[src/rtl/argmax_sequencer.sv]
// argmax_sequencer: classifier back-end. Takes HEIGHT signed scores, one per accepted beat
// on a valid/ready stream, keeps a running maximum, and then presents the index of the
// winning score on a valid/ready output handshake.
//
// Ports:
//   clk, reset       rising-edge clock; asynchronous active-low reset
//   clear            synchronous frame abort (active-high); drops any score offered that cycle
//   in_valid/ready   input score handshake; in_data is the signed score, in_last marks frame end
//   out_valid/ready  result handshake
//   predict_num      index of the maximum score (all-ones after reset)
//   frame_err        in_last did not line up with the fixed frame length in this frame
//   max_score        winning score (only with ARGMAX_SCORE_EN defined)
//
// Build option: define ARGMAX_SCORE_EN to expose max_score.

module argmax_sequencer #(
  parameter int unsigned BITS   = 24,
  parameter int unsigned HEIGHT = 10,
  parameter int unsigned IDX_W  = 4
) (
  input  logic             clk,
  input  logic             reset,
  input  logic             clear,
  input  logic             in_valid,
  output logic             in_ready,
  input  logic [BITS-1:0]  in_data,
  input  logic             in_last,
  output logic             out_valid,
  input  logic             out_ready,
  output logic [IDX_W-1:0] predict_num,
  output logic             frame_err
`ifdef ARGMAX_SCORE_EN
  ,
  output logic [BITS-1:0]  max_score
`endif
);

  typedef enum logic [0:0] {StCollect, StHold} state_e;

  localparam logic [IDX_W-1:0] LastIdx = IDX_W'(HEIGHT - 1);

  state_e                  state_q, state_d;
  logic [IDX_W-1:0]        idx_q, idx_d;
  logic signed [BITS-1:0]  max_q, max_d;
  logic [IDX_W-1:0]        best_q, best_d;
  logic                    err_q, err_d;
  logic [IDX_W-1:0]        predict_q, predict_d;
  logic                    frame_err_q, frame_err_d;
  logic [BITS-1:0]         score_q, score_d;
  logic                    is_last_pos;

  assign in_ready    = (state_q == StCollect);
  assign out_valid   = (state_q == StHold);
  assign predict_num = predict_q;
  assign frame_err   = frame_err_q;
  assign is_last_pos = (idx_q == LastIdx);

`ifdef ARGMAX_SCORE_EN
  assign max_score = score_q;
`endif

  always_comb begin
    state_d     = state_q;
    idx_d       = idx_q;
    max_d       = max_q;
    best_d      = best_q;
    err_d       = err_q;
    predict_d   = predict_q;
    frame_err_d = frame_err_q;
    score_d     = score_q;

    if (clear) begin
      // Abort the frame; the last published result stays visible.
      state_d = StCollect;
      idx_d   = '0;
      err_d   = 1'b0;
    end else begin
      unique case (state_q)
        StCollect: begin
          if (in_valid) begin
            // First element seeds the maximum so a stale value from the last frame never wins.
            if (idx_q == '0) begin
              max_d  = $signed(in_data);
              best_d = '0;
            end else if ($signed(in_data) > max_q) begin
              max_d  = $signed(in_data);
              best_d = idx_q;
            end
            err_d = err_q | (in_last != is_last_pos);
            if (is_last_pos) begin
              idx_d       = '0;
              state_d     = StHold;
              predict_d   = best_d;
              frame_err_d = err_d;
              score_d     = max_d;
            end else begin
              idx_d = idx_q + 1'b1;
            end
          end
        end
        StHold: begin
          if (out_ready) begin
            state_d = StCollect;
            err_d   = 1'b0;
          end
        end
        default: state_d = StCollect;
      endcase
    end
  end

  always_ff @(posedge clk or negedge reset) begin
    if (!reset) begin
      state_q     <= StCollect;
      idx_q       <= '0;
      max_q       <= '0;
      best_q      <= '0;
      err_q       <= 1'b0;
      predict_q   <= '1;
      frame_err_q <= 1'b0;
      score_q     <= '0;
    end else begin
      state_q     <= state_d;
      idx_q       <= idx_d;
      max_q       <= max_d;
      best_q      <= best_d;
      err_q       <= err_d;
      predict_q   <= predict_d;
      frame_err_q <= frame_err_d;
      score_q     <= score_d;
    end
  end

endmodule
[config.mk]
export PLATFORM = sky130hd
export DESIGN_NAME = argmax_sequencer
export DESIGN_NICKNAME = d
export VERILOG_FILES = /design/src/rtl/argmax_sequencer.sv
export SDC_FILE = /design/constraint.sdc
export NUM_CORES = 1
export LEC_CHECK = 0
export ABC_AREA = 0
export CAP_MARGIN = 20
export CORE_MARGIN = 3
export CORE_UTILIZATION = 49
export DETAILED_ROUTE_END_ITERATION = 10
export HOLD_SLACK_MARGIN = 0.08
export PLACE_DENSITY = 0.74
export SETUP_SLACK_MARGIN = 0.3
export SYNTH_ARGS = -nofsm -noshare
export SYNTH_HDL_FRONTEND = slang
export SYNTH_SLANG_ARGS = --single-unit
[constraint.sdc]
create_clock -name clk -period 5.27 [get_ports clk]
set_input_delay 1.054 -clock clk [delete_from_list [all_inputs] [get_ports clk]]
set_output_delay 1.054 -clock clk [all_outputs]
set_load 0.01 [all_outputs]
### Word level (Yosys, flattened, before mapping)

Index checks and enable logic that the tools add are counted.

| storage, ports and cells | value |
|---|---|
| register bits after elaboration | 39 |
| input bits | 30 |
| output and inout port bits | 7 |
| logic and storage cells | 42 |

| cells by class | value |
|---|---|
| add/subtract/negate cells | 1 |
| order comparisons | 1 |
| eq/ne operators | 5 |
| muxes and demuxes | 17 |
| bitwise gates (word level) | 3 |
| reductions and logical operators | 8 |

Operators by type and width:

| operator | count |
|---|---|
| 24-bit 2-to-1 mux | 2 |
| 24-bit > comparator | 1 |
| 4-bit 2-to-1 mux | 6 |
| 4-bit AND reduction | 2 |
| 1-bit 2-to-1 mux | 7 |
| 3-bit inequality test, second input constant | 2 |
| 4-bit by 1-bit adder with 4-bit output, second input constant | 1 |
| 4-bit == test, second input constant | 1 |
| 4-bit zero test | 1 |
| 1-bit case mux with 2 select lines | 2 |
| 2-bit AND reduction | 2 |
| 2-bit nonzero test | 2 |
| 3-bit AND reduction | 1 |
| 2-bit inequality test, second input constant | 1 |
| 1-bit inverter | 2 |
| 1-bit inequality test | 1 |
| 1-bit OR | 1 |

### Longest topological paths before layout

| logic depth | value |
|---|---|
| word-level depth | 6 |
| gate-level depth with buffers | 10 |
| depth with buffers taken out | 9 |

### Worst setup path before layout

OpenSTA, ideal clock, no wires.

| path | value |
|---|---|
| path kind | input to register |
| from | in in_data[1] |
| to | reg max_q[0] |
| library setup time | 0.125 ns |
| arrival | 3.194 ns |
| required time | 5.145 ns |
| slack | 1.952 ns |
| stages on the path | 9 |
| cells stage by stage | ha_1 > nor2b_1 > o211ai_1 > a21oi_1 > o31a_2 > o211a_1 > o31ai_4 > buf_6 > mux2_2 |

| on the way | value |
|---|---|
| longest elaborated chain between the ends | 3 |

RTL lines:

| item | line | RTL |
|---|---|---|
| from (decl) | 26 | `input logic [BITS-1:0] in_data,` |
| 24-bit > comparator | 85 | `end else if ($signed(in_data) > max_q) begin` |
| 2-bit nonzero test (no line) | - |  |
| 4-bit AND reduction (no line) | - |  |
| to (signal assigned) | 125 | `max_q <= max_d;` |
| to (decl) | 44 | `logic signed [BITS-1:0] max_q, max_d;` |

Every way passes these cells.
A chain may end at the register's enable or synchronous reset.

### Final worst setup path

| path | value |
|---|---|
| from | in in_data[23] |
| to | reg max_q[14] |

The elaborated chain is that of the path after synthesis.

==> results.sh <==
export IMPL_layout_min_cycle_time_ps=3620
export IMPL_start_util=0.517
export IMPL_intPower_w=0.000620
export IMPL_min_period_over_period=0.686
export IMPL_routedWlPerCell_um=13.6
export IMPL_synth_cell_types=41
export IMPL_drc=0
export IMPL_ys_seq_elements=39
export IMPL_syn_num_nets=272
export IMPL_netSwitchingPower_w=0.000271
export IMPL_cp_num_cells=10
export IMPL_cts_repair_resized=0
export IMPL_rr_worst_depth=10
export IMPL_cts_hold_repair_buffers=0
export IMPL_viasPerCell=5.48
export IMPL_relSlewSlack=0.433
export IMPL_vdd_drop_max_mv=0.196
export IMPL_finalSetupViolCount=0
export IMPL_required_ps=5440
export IMPL_seqCellArea_um2=981
export IMPL_clockBufferDepth=2
export IMPL_synth_area_per_cell_um2=10.6
export IMPL_power_density_mw_per_mm2=320
export IMPL_num_rows=24
export IMPL_p_comb_frac=0.319
export IMPL_slowest_delay_ps=430
export IMPL_async_flop_share=1.00
export IMPL_hold_violations=0
export IMPL_grt_util_all_layers=0.162
export IMPL_nets=313
export IMPL_drt_iter0_markers=64
export IMPL_synth_cells=215
export IMPL_tightest_slew_ps=850
export IMPL_die_width_um=74.2
export IMPL_reg2reg_slack_ps=2500
export IMPL_num_io_pins=37
export IMPL_critical_path_top_delay_family="buffers and inverters"
export IMPL_outcome="finished clean"
export IMPL_port_buffers=36
export IMPL_core_mm2=0.00441
export IMPL_final_area_mm2=0.00278
export IMPL_crit_start="in_data[23]"
export IMPL_grt_pass1_wl_mm=6.98
export IMPL_syn_to_final_growth_pct=22.0
export IMPL_crit_path_max_fanout=27
export IMPL_post_dp_hpwl_mm=3.22
export IMPL_crit_slowest_cell="clkdlybuf4s50_1"
export IMPL_seq_area_frac_synth=0.430
export IMPL_dpl_cell_area_mm2=0.00268
export IMPL_synth_flop_cell="dfrtp_1"
export IMPL_final_max_slew_violation_count=0
export IMPL_dieArea_mm2=0.00551
export IMPL_ys_warn_count=0
export IMPL_leakage_nw=1.28
export IMPL_clock_fmax_ghz=0.277
export IMPL_grt_max_degree=40
export IMPL_htreeDepth=2
export IMPL_routed_wl_mm=4.20
export IMPL_end_kind="flop"
export IMPL_clock_latency_ps=280
export IMPL_drv_cap=0
export IMPL_power_frac_seq=0.438
export IMPL_hp_class="reg2reg"
export IMPL_power_w=0.000891
export IMPL_crit_chain="clkdlybuf4s50_1 -> ha_1 -> nand4_1 -> nor3_1 -> a21oi_1 -> o21ai_1 -> nor3_2 -> o31ai_4 -> buf_4 -> mux2_2"
export IMPL_hold_slack_ps=485
export IMPL_synth_enable_flop_cells=0
export IMPL_crit_buf_inv=2
export IMPL_n_antenna_cell=0
export IMPL_grt_overflow_total=0
export IMPL_layout_drive_gt1_share=0.152
export IMPL_switching_share=0.304
export IMPL_finalSetupTns_ps=0
export IMPL_r2r_end="max_q[14]$_DFFE_PN0P_"
export IMPL_power_frac_clock=0.243
export IMPL_endpoint="max_q[14]$_DFFE_PN0P_"
export IMPL_cts_clk_slew_worst_paths_ps=70
export IMPL_postCtsSetupBuffers=0
export IMPL_grt_pass1_vias=1558
export IMPL_synth_area_mm2=0.00228
export IMPL_numClockSinks=39
export IMPL_final_core_util=0.630
export IMPL_fillerInstances=362
export IMPL_grt_antenna_before_repair=0
export IMPL_skew_ps=6.93
export IMPL_cts_root_buf="clkbuf_8"
export IMPL_multi_input_area_mm2=0.00117
export IMPL_num_vias=1692
export IMPL_place_congestion=0.783
export IMPL_die_h_um=74.2
export IMPL_cp_arrival_ps=3780
export IMPL_criticalPathCategory="in2reg"
export IMPL_startpoint_type="input pin"
export IMPL_r2r_start="max_q[23]$_DFFE_PN0P_"
export IMPL_cts_tree="built"
export IMPL_ant_nets=0
export IMPL_numCtsBuffers=5
export IMPL_drtPass1Iterations=4
export IMPL_rsz0062_at_grt="false"
-- cells in the mapped netlist (2+ instances only) --
library cell | number | area (µm²)
a21oi_1 | 18 | 90.1
a311oi_1 | 2 | 17.5
a32o_1 | 2 | 20.0
buf_6 | 2 | 22.5
dfrtp_1 | 35 | 876
dfstp_2 | 4 | 105
ha_1 | 27 | 338
inv_1 | 28 | 105
mux2_1 | 4 | 45.0
mux2_2 | 20 | 225
nand2_1 | 14 | 52.6
nand2b_1 | 2 | 12.5
nand3_1 | 6 | 30.0
nand4_1 | 8 | 50.1
nor2_1 | 11 | 41.3
nor2b_1 | 2 | 12.5
nor4_1 | 2 | 12.5
o211ai_1 | 4 | 30.0
o21ai_0 | 2 | 10.0
-- cell usage in the layout, fill, tap and decap left out, types with 2 or more instances in the layout --
| cell type | synthesis | final |
|---|---|---|
| mux2_1 | 4 | 4 |
| dfstp_2 | 4 | 4 |
| o21ai_0 | 2 | 2 |
| nor4_1 | 2 | 2 |
| nand2_1 | 14 | 14 |
| a21oi_1 | 18 | 18 |
| nand4_1 | 8 | 8 |
| o211ai_1 | 4 | 4 |
| dfrtp_1 | 35 | 35 |
| inv_1 | 28 | 28 |
| clkbuf_8 | 0 | 7 |
| a311oi_1 | 2 | 2 |
| nand3_1 | 6 | 6 |
| clkdlybuf4s50_1 | 0 | 35 |
| a32o_1 | 2 | 2 |
| nand2b_1 | 2 | 2 |
| mux2_2 | 20 | 20 |
| nor2b_1 | 2 | 2 |
| nor2_1 | 11 | 11 |
| ha_1 | 27 | 27 |
-- worst min-delay path, delay by kind of cell (launching register included) --
kind | cells | cell delay (ps)
and+or+nand+nor | 2 | 110
DFF | 1 | 370
-- cells by family after synthesis --
family                     Yosys count  share of synthesized area
muxes                               24                      0.118
adders and majority gates           27                      0.148
and+or+nand+nor                     51                      0.111
buffers and inverters               31                     0.0576
AOI/OAI and AO/OA                   42                      0.131
xor gates and xnor gates             1                    0.00384
DFF                                 39                      0.430
-- state kept, by name, summed over array words and instances (netlist names) --
register	flops
max_q	24
best_q	4
idx_q	4
predict_num	4
err_q	1
frame_err	1
out_valid	1
-- stage by stage --
step	instances	setup slack, ps
finish	309	1650
CTS	309	1650
global route	309	1470
floorplan	215	1950
global placement	301	1370
detailed placement	301	1360
-- worst min path at each step --
stage                                    start                         end  slack (ps)  depth (start not counted)
finish              predict_num[0]$_DFFE_PN1P_  predict_num[0]$_DFFE_PN1P_         480                          2
global route        predict_num[0]$_DFFE_PN1P_  predict_num[0]$_DFFE_PN1P_         510                          2
detailed placement  predict_num[0]$_DFFE_PN1P_  predict_num[0]$_DFFE_PN1P_         480                          2
CTS                 predict_num[0]$_DFFE_PN1P_  predict_num[0]$_DFFE_PN1P_         490                          2
global placement    predict_num[0]$_DFFE_PN1P_  predict_num[0]$_DFFE_PN1P_         470                          2
floorplan                best_q[3]$_DFFE_PN0P_       best_q[3]$_DFFE_PN0P_         460                          1
-- power groups by stage --
stage | logic (W) | registers (W) | clock network [W]
finish | 0.000284 | 0.000391 | 0.000216
global route | 0.000326 | 0.000398 | 0.000235
CTS | 0.000287 | 0.000391 | 0.000224
detailed placement | 0.000284 | 0.000397 | 0
global placement | 0.000277 | 0.000394 | 0
floorplan | 0.000211 | 0.000387 | 0
-- layout make-up --
| type | count | area share |
|---|---|---|
| Sequential cell | 39 | 0.353 |
| Multi-Input combinational cell | 145 | 0.420 |
| Inverter | 28 | 0.0378 |
| Tap cell | 52 | 0.0234 |
| Timing Repair Buffer | 37 | 0.130 |
| Clock buffer | 8 | 0.0360 |
-- routing by layer --
metal	vias up	track usage	wire length, µm
met4	0	0.0356	51
met5	-	0	0
met3	5	0.0297	144
met1	807	0.226	2050
li1	849	-	-
met2	31	0.266	1960
Note: power is estimated with default switching activity, not from simulation.
